==> src/rtl/dropout_pkg.sv <==
// Shared definitions for the forward dropout stage and its backward mask replay.
// Holds the default lane geometry, the gradient lane type and the saturating
// doubling used for inverted-dropout scaling at keep probability 0.5.
package dropout_pkg;

  localparam int N_NEUR_DEF = 8;
  localparam int GRAD_W_DEF = 8;

  typedef logic signed [GRAD_W_DEF-1:0] grad_lane_t;

  // Doubles a signed lane and clamps to the representable range.
  // Overflow happens exactly when the two top bits differ.
  function automatic grad_lane_t sat_shl1(grad_lane_t g);
    grad_lane_t r;
    if (g[GRAD_W_DEF-1] != g[GRAD_W_DEF-2]) begin
      r = g[GRAD_W_DEF-1] ? {1'b1, {(GRAD_W_DEF-1){1'b0}}}
                          : {1'b0, {(GRAD_W_DEF-1){1'b1}}};
    end else begin
      r = {g[GRAD_W_DEF-2:0], 1'b0};
    end
    return r;
  endfunction

endpackage

==> src/rtl/dropout_mask_fifo.sv <==
// Register FIFO holding forward dropout masks until their backward gradient
// arrives. push/pop must already be qualified by the caller's ready logic;
// flush discards any concurrent push/pop. Occupancy drives full/empty so the
// pointers can simply wrap modulo DEPTH (DEPTH is a power of two).
module dropout_mask_fifo #(
  parameter int N_NEUR = 8,
  parameter int DEPTH  = 4,
  localparam int PTR_W = $clog2(DEPTH),
  localparam int CNT_W = $clog2(DEPTH + 1)
) (
  input  logic              clk,
  input  logic              rst_n,
  input  logic              flush,
  input  logic              push,
  input  logic              pop,
  input  logic [N_NEUR-1:0] push_mask,
  output logic [N_NEUR-1:0] head_mask,
  output logic [CNT_W-1:0]  count,
  output logic              full,
  output logic              empty
);

  logic [N_NEUR-1:0] mem [DEPTH];
  logic [PTR_W-1:0]  wr_ptr;
  logic [PTR_W-1:0]  rd_ptr;

  assign head_mask = mem[rd_ptr];
  assign full      = (count == CNT_W'(DEPTH));
  assign empty     = (count == '0);

  // Mask storage; contents need no reset since occupancy gates every read.
  always_ff @(posedge clk) begin
    if (push && !flush) begin
      mem[wr_ptr] <= push_mask;
    end
  end

  // Pointers and occupancy; flush returns to the empty state.
  always_ff @(posedge clk or negedge rst_n) begin
    if (!rst_n) begin
      wr_ptr <= '0;
      rd_ptr <= '0;
      count  <= '0;
    end else if (flush) begin
      wr_ptr <= '0;
      rd_ptr <= '0;
      count  <= '0;
    end else begin
      if (push) wr_ptr <= wr_ptr + PTR_W'(1);
      if (pop)  rd_ptr <= rd_ptr + PTR_W'(1);
      case ({push, pop})
        2'b10:   count <= count + CNT_W'(1);
        2'b01:   count <= count - CNT_W'(1);
        default: count <= count;
      endcase
    end
  end

endmodule

==> src/rtl/dropout_mask_replay.sv <==
// Backward-pass mask replay: forward dropout masks are queued, and each
// backward gradient vector is masked by the oldest one (dropped lanes -> 0).
// One-cycle latency through a single output register with valid/ready.
// Optional build macro: DROPOUT_REPLAY_SCALE_EN -- kept lanes are doubled with
// saturation (inverted dropout, keep prob 0.5). Scaling assumes GRAD_W equals
// the package lane width.
// Readies depend only on registered state so there is no valid->ready path;
// consequently a full FIFO refuses pushes even while popping, and an empty
// FIFO refuses pops even while being pushed.
module dropout_mask_replay
  import dropout_pkg::*;
#(
  parameter int N_NEUR = N_NEUR_DEF,
  parameter int GRAD_W = GRAD_W_DEF,
  parameter int DEPTH  = 4,
  localparam int CNT_W = $clog2(DEPTH + 1)
) (
  input  logic                     clk,
  input  logic                     rst_n,
  input  logic                     ena,
  input  logic                     flush,
  input  logic                     fwd_valid,
  output logic                     fwd_ready,
  input  logic [N_NEUR-1:0]        fwd_mask,
  input  logic                     bwd_valid,
  output logic                     bwd_ready,
  input  logic [N_NEUR*GRAD_W-1:0] bwd_grad,
  output logic                     out_valid,
  input  logic                     out_ready,
  output logic [N_NEUR*GRAD_W-1:0] out_grad,
  output logic [N_NEUR-1:0]        out_mask,
  output logic [CNT_W-1:0]         mask_count
);

  logic                     full;
  logic                     empty;
  logic                     push;
  logic                     pop;
  logic [N_NEUR-1:0]        head_mask;
  logic [N_NEUR*GRAD_W-1:0] masked_grad;

  assign fwd_ready = ena && !full;
  assign bwd_ready = ena && !empty && (!out_valid || out_ready);
  assign push      = fwd_valid && fwd_ready;
  assign pop       = bwd_valid && bwd_ready;

  dropout_mask_fifo #(
    .N_NEUR (N_NEUR),
    .DEPTH  (DEPTH)
  ) u_fifo (
    .clk       (clk),
    .rst_n     (rst_n),
    .flush     (flush),
    .push      (push),
    .pop       (pop),
    .push_mask (fwd_mask),
    .head_mask (head_mask),
    .count     (mask_count),
    .full      (full),
    .empty     (empty)
  );

  for (genvar i = 0; i < N_NEUR; i++) begin : g_lane
    logic [GRAD_W-1:0] lane_in;
    logic [GRAD_W-1:0] lane_kept;
    assign lane_in = bwd_grad[i*GRAD_W +: GRAD_W];
`ifdef DROPOUT_REPLAY_SCALE_EN
    assign lane_kept = GRAD_W'(sat_shl1(grad_lane_t'(lane_in)));
`else
    assign lane_kept = lane_in;
`endif
    assign masked_grad[i*GRAD_W +: GRAD_W] = head_mask[i] ? lane_kept : '0;
  end

  // Output register: load on pop, drop valid on accept, hold while stalled or frozen.
  always_ff @(posedge clk or negedge rst_n) begin
    if (!rst_n) begin
      out_valid <= 1'b0;
      out_grad  <= '0;
      out_mask  <= '0;
    end else if (flush) begin
      out_valid <= 1'b0;
      out_grad  <= '0;
      out_mask  <= '0;
    end else if (ena) begin
      if (pop) begin
        out_valid <= 1'b1;
        out_grad  <= masked_grad;
        out_mask  <= head_mask;
      end else if (out_ready) begin
        out_valid <= 1'b0;
      end
    end
  end

endmodule

==> config.mk <==
export PLATFORM = sky130hd
export DESIGN_NAME = dropout_mask_replay
export DESIGN_NICKNAME = d
export VERILOG_FILES = /design/src/rtl/dropout_pkg.sv /design/src/rtl/dropout_mask_fifo.sv /design/src/rtl/dropout_mask_replay.sv
export SDC_FILE = /design/constraint.sdc
export NUM_CORES = 1
export LEC_CHECK = 0
export CAP_MARGIN = 0
export CORE_MARGIN = 2
export CORE_UTILIZATION = 46
export DETAILED_ROUTE_END_ITERATION = 10
export PLACE_DENSITY = 0.92
export REMOVE_ABC_BUFFERS = 1
export SLEW_MARGIN = 20
export SYNTH_ARGS = -nofsm -noshare
export SYNTH_HDL_FRONTEND = slang
export SYNTH_SLANG_ARGS = --single-unit
==> constraint.sdc <==
create_clock -name clk -period 2.6 [get_ports clk]
set_input_delay 0.52 -clock clk [delete_from_list [all_inputs] [get_ports clk]]
set_output_delay 0.52 -clock clk [all_outputs]
set_load 0.01 [all_outputs]
Word level (Yosys, flattened, before mapping)
Memory sizes are Yosys's and may differ from the RTL's.
Cells that the tools add are included.
Operators by class
  reductions and logical operators: 19
  muxes and demuxes: 26
  eq/ne operators: 3
  $add $sub $neg: 4
Operators by type and width (count)
  2-to-1 mux 64 bit: 3
  2-to-1 mux 8 bit: 11
  2-to-1 mux 2 bit: 4
  logical AND 1 bit: 6
  2-to-1 mux 1 bit: 6
  one-hot mux 3 bit (2 select lines): 1
  nonzero test 2 bit: 3
  nonzero test 3 bit: 2
  adder 2 x 1 -> 2 bit, second input constant: 2
  logical NOT 1 bit: 4
  AND reduction 2 bit: 2
  adder 3 x 1 -> 3 bit, second input constant: 1
  equality test 3 bit, second input constant: 1
  logical NOT 3 bit: 1
  2-to-1 mux 3 bit: 1
  subtractor 3 x 1 -> 3 bit, second input constant: 1
  equality test 2 x 1 -> 1 bit, second input constant: 1
  equality test 2 bit, second input constant: 1
  logical OR 1 bit: 1
Word-level totals
  register bits after elaboration: 80
  logic and storage cells: 59
  memories: 1
  bits in writable memories: 32
  output and inout port bits: 78
  bits of input ports: 79
Memories
  u_fifo.mem: words 4, bits a word 8, rd ports 1, clocked after memory_dff 0, write ports 1, RTL line dropout_mask_fifo.sv:23  | logic [N_NEUR-1:0] mem [DEPTH];

Depth between registers and ports, before layout
Gate-level depths: netlist of the first run.
  word-level depth: 8
  gate-level depth with buffers: 8
  depth with buffers taken out: 7

Hierarchy
From an unflattened synthesis of the first run, not the netlist that was laid out.
Second synthesis, totals
  cells, all modules: 269
  area total of the unflattened synthesis: 4414.2 um^2
Modules (own cells, without submodules)
  dropout_mask_replay: cells each 184, times used 1, seq. area each 1826.8 um^2, area an instance 2807.7 um^2
  dropout_mask_fifo: cells each 85, times used 1, seq. area each 1136.1 um^2, area an instance 1606.5 um^2

Worst setup path before layout of the first run
No wires, ideal clock.
  path kind: register -> register
  start: reg u_fifo.count[0]
  end: reg u_fifo.count[2]
  setup time: 140 ps
  setup slack: 531 ps
  arrival: 1929 ps
  required time: 2460 ps
  path buffers: 1
  clock period less this slack: 2069 ps
  stages on the path, launching flop included: 9
  cell sequence: dfrtp_1 -> or3_4 -> nand3_1 -> buf_2 -> nor2_1 -> fa_1 -> nor3b_1 -> nand3_1 -> o2111ai_1
Between the ends
  word-level cells in the longest chain between the ends: 8
  elaborated cells between the ends (all ways): 16
  classes of those cells: add/sub (2); eq/ne (3); mux (2); reduce/logical (9)
RTL lines
  from (decl): RTL line dropout_mask_fifo.sv:18  | output logic [CNT_W-1:0] count,
  from (signal assigned): RTL line dropout_mask_fifo.sv:52  | 2'b10: count <= count + CNT_W'(1);
  from (signal assigned): RTL line dropout_mask_fifo.sv:53  | 2'b01: count <= count - CNT_W'(1);
  from (signal assigned): RTL line dropout_mask_fifo.sv:54  | default: count <= count;
  logical NOT 3 bit: RTL line dropout_mask_fifo.sv:29  | assign empty = (count == '0);
  logical NOT 1 bit: RTL line dropout_mask_replay.sv:43  | assign bwd_ready = ena && !empty && (!out_valid || out_ready);
  logical AND 1 bit (2 in a row): RTL line dropout_mask_replay.sv:43
  logical AND 1 bit: RTL line dropout_mask_replay.sv:45  | assign pop = bwd_valid && bwd_ready;
  equality test 2 x 1 -> 1 bit or equality test 2 bit (tied branches): RTL line dropout_mask_fifo.sv:51  | case ({push, pop})
  one-hot mux 3 bit (2 select lines): RTL line dropout_mask_fifo.sv:51
  2-to-1 mux 3 bit: RTL line dropout_mask_fifo.sv:44  | end else if (flush) begin
Parallel ways exist; a longest one is shown, timed or not.
A chain may end at the register's enable or synchronous reset.

Worst setup path in the final report of the first run
  start: in out_ready
  end: out bwd_ready
Between the ends
  word-level cells in the longest chain between the ends: 2
RTL lines
  from (decl): RTL line dropout_mask_replay.sv:29  | input logic out_ready,
  logical OR 1 bit: RTL line dropout_mask_replay.sv:43
  logical AND 1 bit: RTL line dropout_mask_replay.sv:43
  to (decl): RTL line dropout_mask_replay.sv:26  | output logic bwd_ready,
Every way passes these cells.

==> impl_metrics.ini, run 1 <==
[run_status]
status = completed

[route]
dr_total_vias = 3698
viasPerCell = 5.298
dr.pass1.iters = 5
drt_iter0_drc = 164
drc = 0
antenna_left = 0
routed_wl_mm = 11.29
wl_per_cell_um = 16.17

[grt]
track_usage = 0.2090
antenna_found_initial = 0
grt_pass1_wl_mm = 18.55
overflow = 0
grt_pass1_vias = 3717
grt_max_degree = 81

[worst_setup_path]
path_delay_family = buffers and inverters
critPathBufInv = 2
cp_slowest_stage_delay_ns = 0.55
path_cells = clkdlybuf4s50_1 > nand2b_1 > and3_1 > clkdlybuf4s50_1
cp_slowest_cell = clkdlybuf4s50_1
reg2reg_from = u_fifo.count[0]$_DFFE_PN0P_
cp.arrival_ns = 1.92
path_max_fanout = 4
critPathLaunchType = input port
crit_start = out_ready
critPathMostFrequentCell = clkdlybuf4s50_1
worstSetupPathType = input port to output pin
setup.worst_path.end_class = output pin
required_ns = 2.08

[floorplan]
rows = 36
io_pins = 157
coreArea_sq_um = 9819
start_util = 0.4745
fp.dieArea_sq_um = 10950
dieWidth_um = 104.6
dieHeight_um = 104.6

[timing]
fin_crit_sh = 0.9378
fin_crit_ns = 2.438
hold_violations = 0
skew_ns = 0.01217
rsz0062_at_grt = false
setup_viol = 0
fmax_ghz = 0.4101
slew_viol_final = 0
worst_pin_slew_ns = 0.7530
relSlewSlack = 0.4980
finalSetupTns_ns = 0

[yosys]
synth-compound-area-share = 0.08324
synth.largest_area_cell = dfrtp_1
yosysSeqAreaShare = 0.6359
synth.top_cell.area_share = 0.4296
syn_area_sq_um = 4659
synth_top_family_by_area = simple AND/OR/NAND/NOR gates
yosysUniqueCellTypes = 32
synth_area_leaders = dfrtp_1, edfxtp_1, a21oi_1
synth_simple_gate_area_share = 0.1727
netlist_instances = 415
yosysWarnings = 0
ys_ff_latch = 112
synth_mux_area_frac = 0.04323
synthAdderAreaFrac = 0.01504
synth_xor_area_frac = 0.009130
syn_area_per_cell_sq_um = 11.23

[clock_network]
cts_resized = 0
clk_pin_slew_ns = 0.09
clkSinkCount = 112
cts-root-buf = clkbuf_8
cts_buffers = 9
cts_buffer_depth = 2
worstSkewPairLatency_ns = 0.36
hold_buffers = 0
post_cts_buffers = 0
htree_levels = 3
cts_tree = yes

[power]
peakVddDrop_mv = 0.3019
power_density_nw_per_um2 = 537.9
p_leak_nw = 2.471

[layout]
drive_gt1_frac = 0.06372
instances_no_fill = 698
num-fill-cells = 770
final_nets = 645
area_growth_pct = 39.18
diodes = 0

[flow_run]
maxCapViolations = 0

[placement]
dp_cells = 682
hpwl_mm = 7.804
io_buffers = 156
globalplace.congestion = 0.8379

[hold_path]
min_path_type = input port to async pin
==> worst paths after layout <==
path / endpoint / slack, ns / cells after the start
max in group asynchronous: out_grad[13]$_DFFE_PN0P_ / 1.90 / 2
max: bwd_ready / 0.16 / 4
min reg2reg: out_mask[1]$_DFFE_PN0P_ / 0.52 / 2
min in group clk: out_mask[1]$_DFFE_PN0P_ / 0.52 / 2
min: out_grad[55]$_DFFE_PN0P_ / 0.11 / 1
max reg2reg: out_grad[55]$_DFFE_PN0P_ / 0.61 / 5
==> flip-flops by register name, indices dropped and copies added (netlist names) <==
register / cells
out_grad: 64
out_mask: 8
u_fifo.wr_ptr: 2
u_fifo.mem: 32
out_valid: 1
u_fifo.count: 3
u_fifo.rd_ptr: 2
==> report_power, final <==
group / leakage, nW / switching [mW] / total (mW) / internal [mW]
sequential: 1.40 / 0.0459 / 1.91 / 1.86
clock: 0.103 / 0.536 / 1.03 / 0.489
combinational: 0.967 / 0.274 / 0.553 / 0.279
==> synth_stat cells <==
cell type / count
nor2_2: 1
edfxtp_1: 32
nand3_1: 66
and3_1: 5
mux4_2: 8
inv_1: 3
nand4b_1: 1
a21oi_1: 74
and2_1: 1
buf_6: 7
nand2_1: 88
nor2_1: 6
clkbuf_1: 13
buf_2: 2
nand4_1: 1
xor2_1: 1
fa_1: 1
xnor2_2: 1
dfrtp_1: 80
ha_1: 4
nor3b_1: 2
or3_4: 1
buf_1: 1
o2111ai_1: 2
nor2b_1: 2
or2_2: 1
mux2i_1: 1
buf_4: 5
mux2_1: 1
xnor2_1: 2
nand2b_1: 1
and3_4: 1
==> per-stage QoR <==
stage | setup WS [ns] | hold slack (ns) | instance area (sq um) | utilization | power (mW)
detailed placement | 0.1692 | 0.5117 | 6264 | 0.6379 | 2.500
CTS | 0.1463 | 0.3613 | 6465 | 0.6584 | 3.521
global route | 0.1033 | 0.1209 | 6485 | 0.6604 | 3.640
global placement | 0.1762 | 0.5047 | 6264 | 0.6379 | 2.478
floorplan | -0.6559 | 0.2244 | 4481 | - | 2.153
finish | 0.1617 | 0.1125 | 6485 | 0.6604 | 3.489
==> kinds of logic (layout without fill, tap and decap cells) <==
family / count (synthesis) / count (layout)
simple gates: 177 / 177
flops: 112 / 112
compound gates: 76 / 76
buf+inv: 31 / 181
mux: 10 / 10
fa+ha+maj: 5 / 5
xor+xnor: 4 / 4
==> layout make-up <==
cell class	instances	area, sq um	share of cell area
multi-input cells	272	1511	0.2331
flip-flops and latches	112	2963	0.4569
well taps	133	166.4	0.02566
inverters	3	11.26	0.001736
repair buffers	163	1632	0.2516
clock buffers	14	195.2	0.03010
clock inverters	1	6.256	0.0009647
==> worst reg2reg max path: stages (launching register included) <==
cell and delay, ns:
dfrtp_1 0.46, or3_4 0.43, nand3_2 0.08, buf_4 0.56, nand2_1 0.21, a21oi_1 0.18
==> layout by cell type, fill, tap and decap left out, types with 3 or more instances in the layout <==
cell | synthesis | final
clkdlybuf4s50_1 | 0 | 154
nand2_1 | 88 | 88
dfrtp_1 | 80 | 80
a21oi_1 | 74 | 74
nand3_1 | 66 | 65
edfxtp_1 | 32 | 32
clkbuf_8 | 0 | 10
mux4_2 | 8 | 8
nor2_1 | 6 | 6
buf_4 | 5 | 6
and3_1 | 5 | 5
ha_1 | 4 | 4
inv_1 | 3 | 3
==> routing by layer <==
metal | share of wire | global-route usage
met4 | 0.019 | 0.06952
met1 | 0.42 | 0.2656
met2 | 0.51 | 0.3609
met5 | 0 | 0
met3 | 0.054 | 0.04055
Note: power is estimated with default switching activity, not from simulation.
==> run 2: changes to the inputs <==
Settings changed: REMOVE_ABC_BUFFERS 1 to not set, SETUP_SLACK_MARGIN set to 0.2.
==> run 2 against run 1 <==
  * Core utilization decreased by 0.10 points
  * Register-to-register slack got worse by 0.07 ns
  * Worst hold slack improved by 0.045 ns
  * Die area unchanged
==> impl_metrics.ini, run 2 (synthesis gave the netlist of run 1 again) <==
[layout]
num-fill-cells = 701
largest_reg_flops = 64
most-common-layout-cells = clkdlybuf4s50_1, nand2_1, dfrtp_1
finalInstanceArea_sq_um = 6475
drive_gt1_frac = 0.07067
reg_top3 = out_grad: 64 flops, u_fifo.mem: 32 flops, out_mask: 8 flops
layout_commonest_cell = clkdlybuf4s50_1
diodes = 0
area_growth_pct = 38.96
largest-register = out_grad
final_nets = 645

[clock_network]
clk_pin_slew_ns = 0.11
hold_buffers = 0
cts_buffers = 9
cts-root-buf = clkbuf_8
cts_buffer_depth = 2
cts_tree = yes
worstSkewPairLatency_ns = 0.35
htree_levels = 3
clkSinkCount = 112

[route]
wl_per_cell_um = 16.83
drt_iter0_drc = 208
drc = 0
viasPerCell = 5.392
routed_wl_mm = 11.77
dr_total_vias = 3769
dr.pass1.iters = 4
antenna_left = 0

[timing]
hold_violations = 0
fmax_ghz = 0.4316
setup_viol = 0
fin_crit_ns = 2.317
slew_viol_final = 0
skew_ns = 0.01661
finalSetupTns_ns = 0
rsz0062_at_grt = false
fin_crit_sh = 0.8912
worst_pin_slew_ns = 0.7446
relSlewSlack = 0.5036

[power]
internal_power_mw = 2.554
p_sw_frac = 0.2548
power_density_nw_per_um2 = 529.2
p_comb_frac = 0.164
p_sw_mw = 0.8730
pwr-share-seq = 0.558
p_leak_nw = 2.462
peakVddDrop_mv = 0.3204
p_clk_frac = 0.278

[yosys]
syn_nets = 499

[worst_setup_path]
cp.arrival_ns = 1.80
critPathLaunchType = register
worstSetupPathType = register to output pin
path_max_fanout = 7
required_ns = 2.08
setup.worst_path.end_class = output pin

[floorplan]
dieHeight_um = 104.6
coreArea_sq_um = 9819
fp.dieArea_sq_um = 10950
start_util = 0.4745
dieWidth_um = 104.6
rows = 36
io_pins = 157

[grt]
grt_max_degree = 75
antenna_found_initial = 0
grt_pass1_wl_mm = 19.00
track_usage = 0.2160
grt_pass1_vias = 3787
overflow = 0

[placement]
hpwl_mm = 8.330
place_area_sq_um = 6276
globalplace.congestion = 0.7926
io_buffers = 156

[hold_path]
min_path_type = input port to async pin

[run_status]
status = completed

[flow_run]
maxCapViolations = 0
[run 2: cell count changes in the layout (fill, tap and decap cells not counted), sizes merged]
cell           previous run  this run
clkinvlp                  0         2
clkdlybuf4s50           154       153
clkbuf                   14        12
dlygate4sd2               0         1
clkinv                    0         1
[run 2: worst max-delay path: stages (launching register included)]
cell and delay [ns]:
dfrtp_1 0.46, nor3b_1 0.41, nor2b_1 0.08, clkdlybuf4s50_1 0.49
[run 2: area by class of cell]
cell class,count,area (sq um),area share
flip-flops and latches,112,2965,0.4580
repair buffers,163,1630,0.2518
multi-input cells,272,1519,0.2346
well taps,133,166.4,0.02570
clock buffers,12,156.4,0.02415
clock inverters,4,26.28,0.004058
inverters,3,11.26,0.001739
[run 2: power by group through the flow]
stage	Clock [mW]	Sequential, mW	Combinational, mW
final	0.953	1.91	0.563
after global routing	1.05	1.92	0.610
after CTS	0.977	1.91	0.567
after detailed placement	0	1.95	0.560
after global placement	0	1.94	0.545
after floorplan	0	1.95	0.255
[run 2: metal layers]
layer,vias up,GRT usage,wire length (um)
li1,1734,-,-
met5,-,0,0
met1,1855,0.2860,4917
met3,16,0.05427,795
met4,0,0.05429,148
met2,164,0.3595,5903
[run 2: final timing paths]
path / start / end / slack [ns] / cells after the start
max reg2reg: u_fifo.count[0]$_DFFE_PN0P_ / out_grad[48]$_DFFE_PN0P_ / 0.54 / 5
min reg2reg: out_grad[50]$_DFFE_PN0P_ / out_grad[50]$_DFFE_PN0P_ / 0.52 / 2
min: rst_n / out_grad[47]$_DFFE_PN0P_ / 0.16 / 1
max in group asynchronous: rst_n / out_grad[33]$_DFFE_PN0P_ / 1.82 / 2
min in group clk: out_grad[50]$_DFFE_PN0P_ / out_grad[50]$_DFFE_PN0P_ / 0.52 / 2
max: u_fifo.count[2]$_DFFE_PN0P_ / fwd_ready / 0.28 / 3
[run 2: timing repair]
action                                  4_1_cts  5_1_grt
endpoints found under the setup margin        1        0
gates resized for setup                       4        0
setup buffers                                 1        0
[run 2: through the flow]
stage | util | std cells | setup slack [ns] | total power [mW] | hold slack [ns]
floorplan | - | 415 | 0.5311 | 2.209 | 0.2244
detailed placement | 0.6391 | 682 | 0.1940 | 2.509 | 0.5115
CTS | 0.6594 | 699 | 0.2822 | 3.456 | 0.1760
global route | 0.6594 | 699 | 0.2013 | 3.581 | 0.1919
global placement | 0.6391 | 682 | 0.2258 | 2.489 | 0.5061
finish | 0.6594 | 699 | 0.2828 | 3.427 | 0.1578
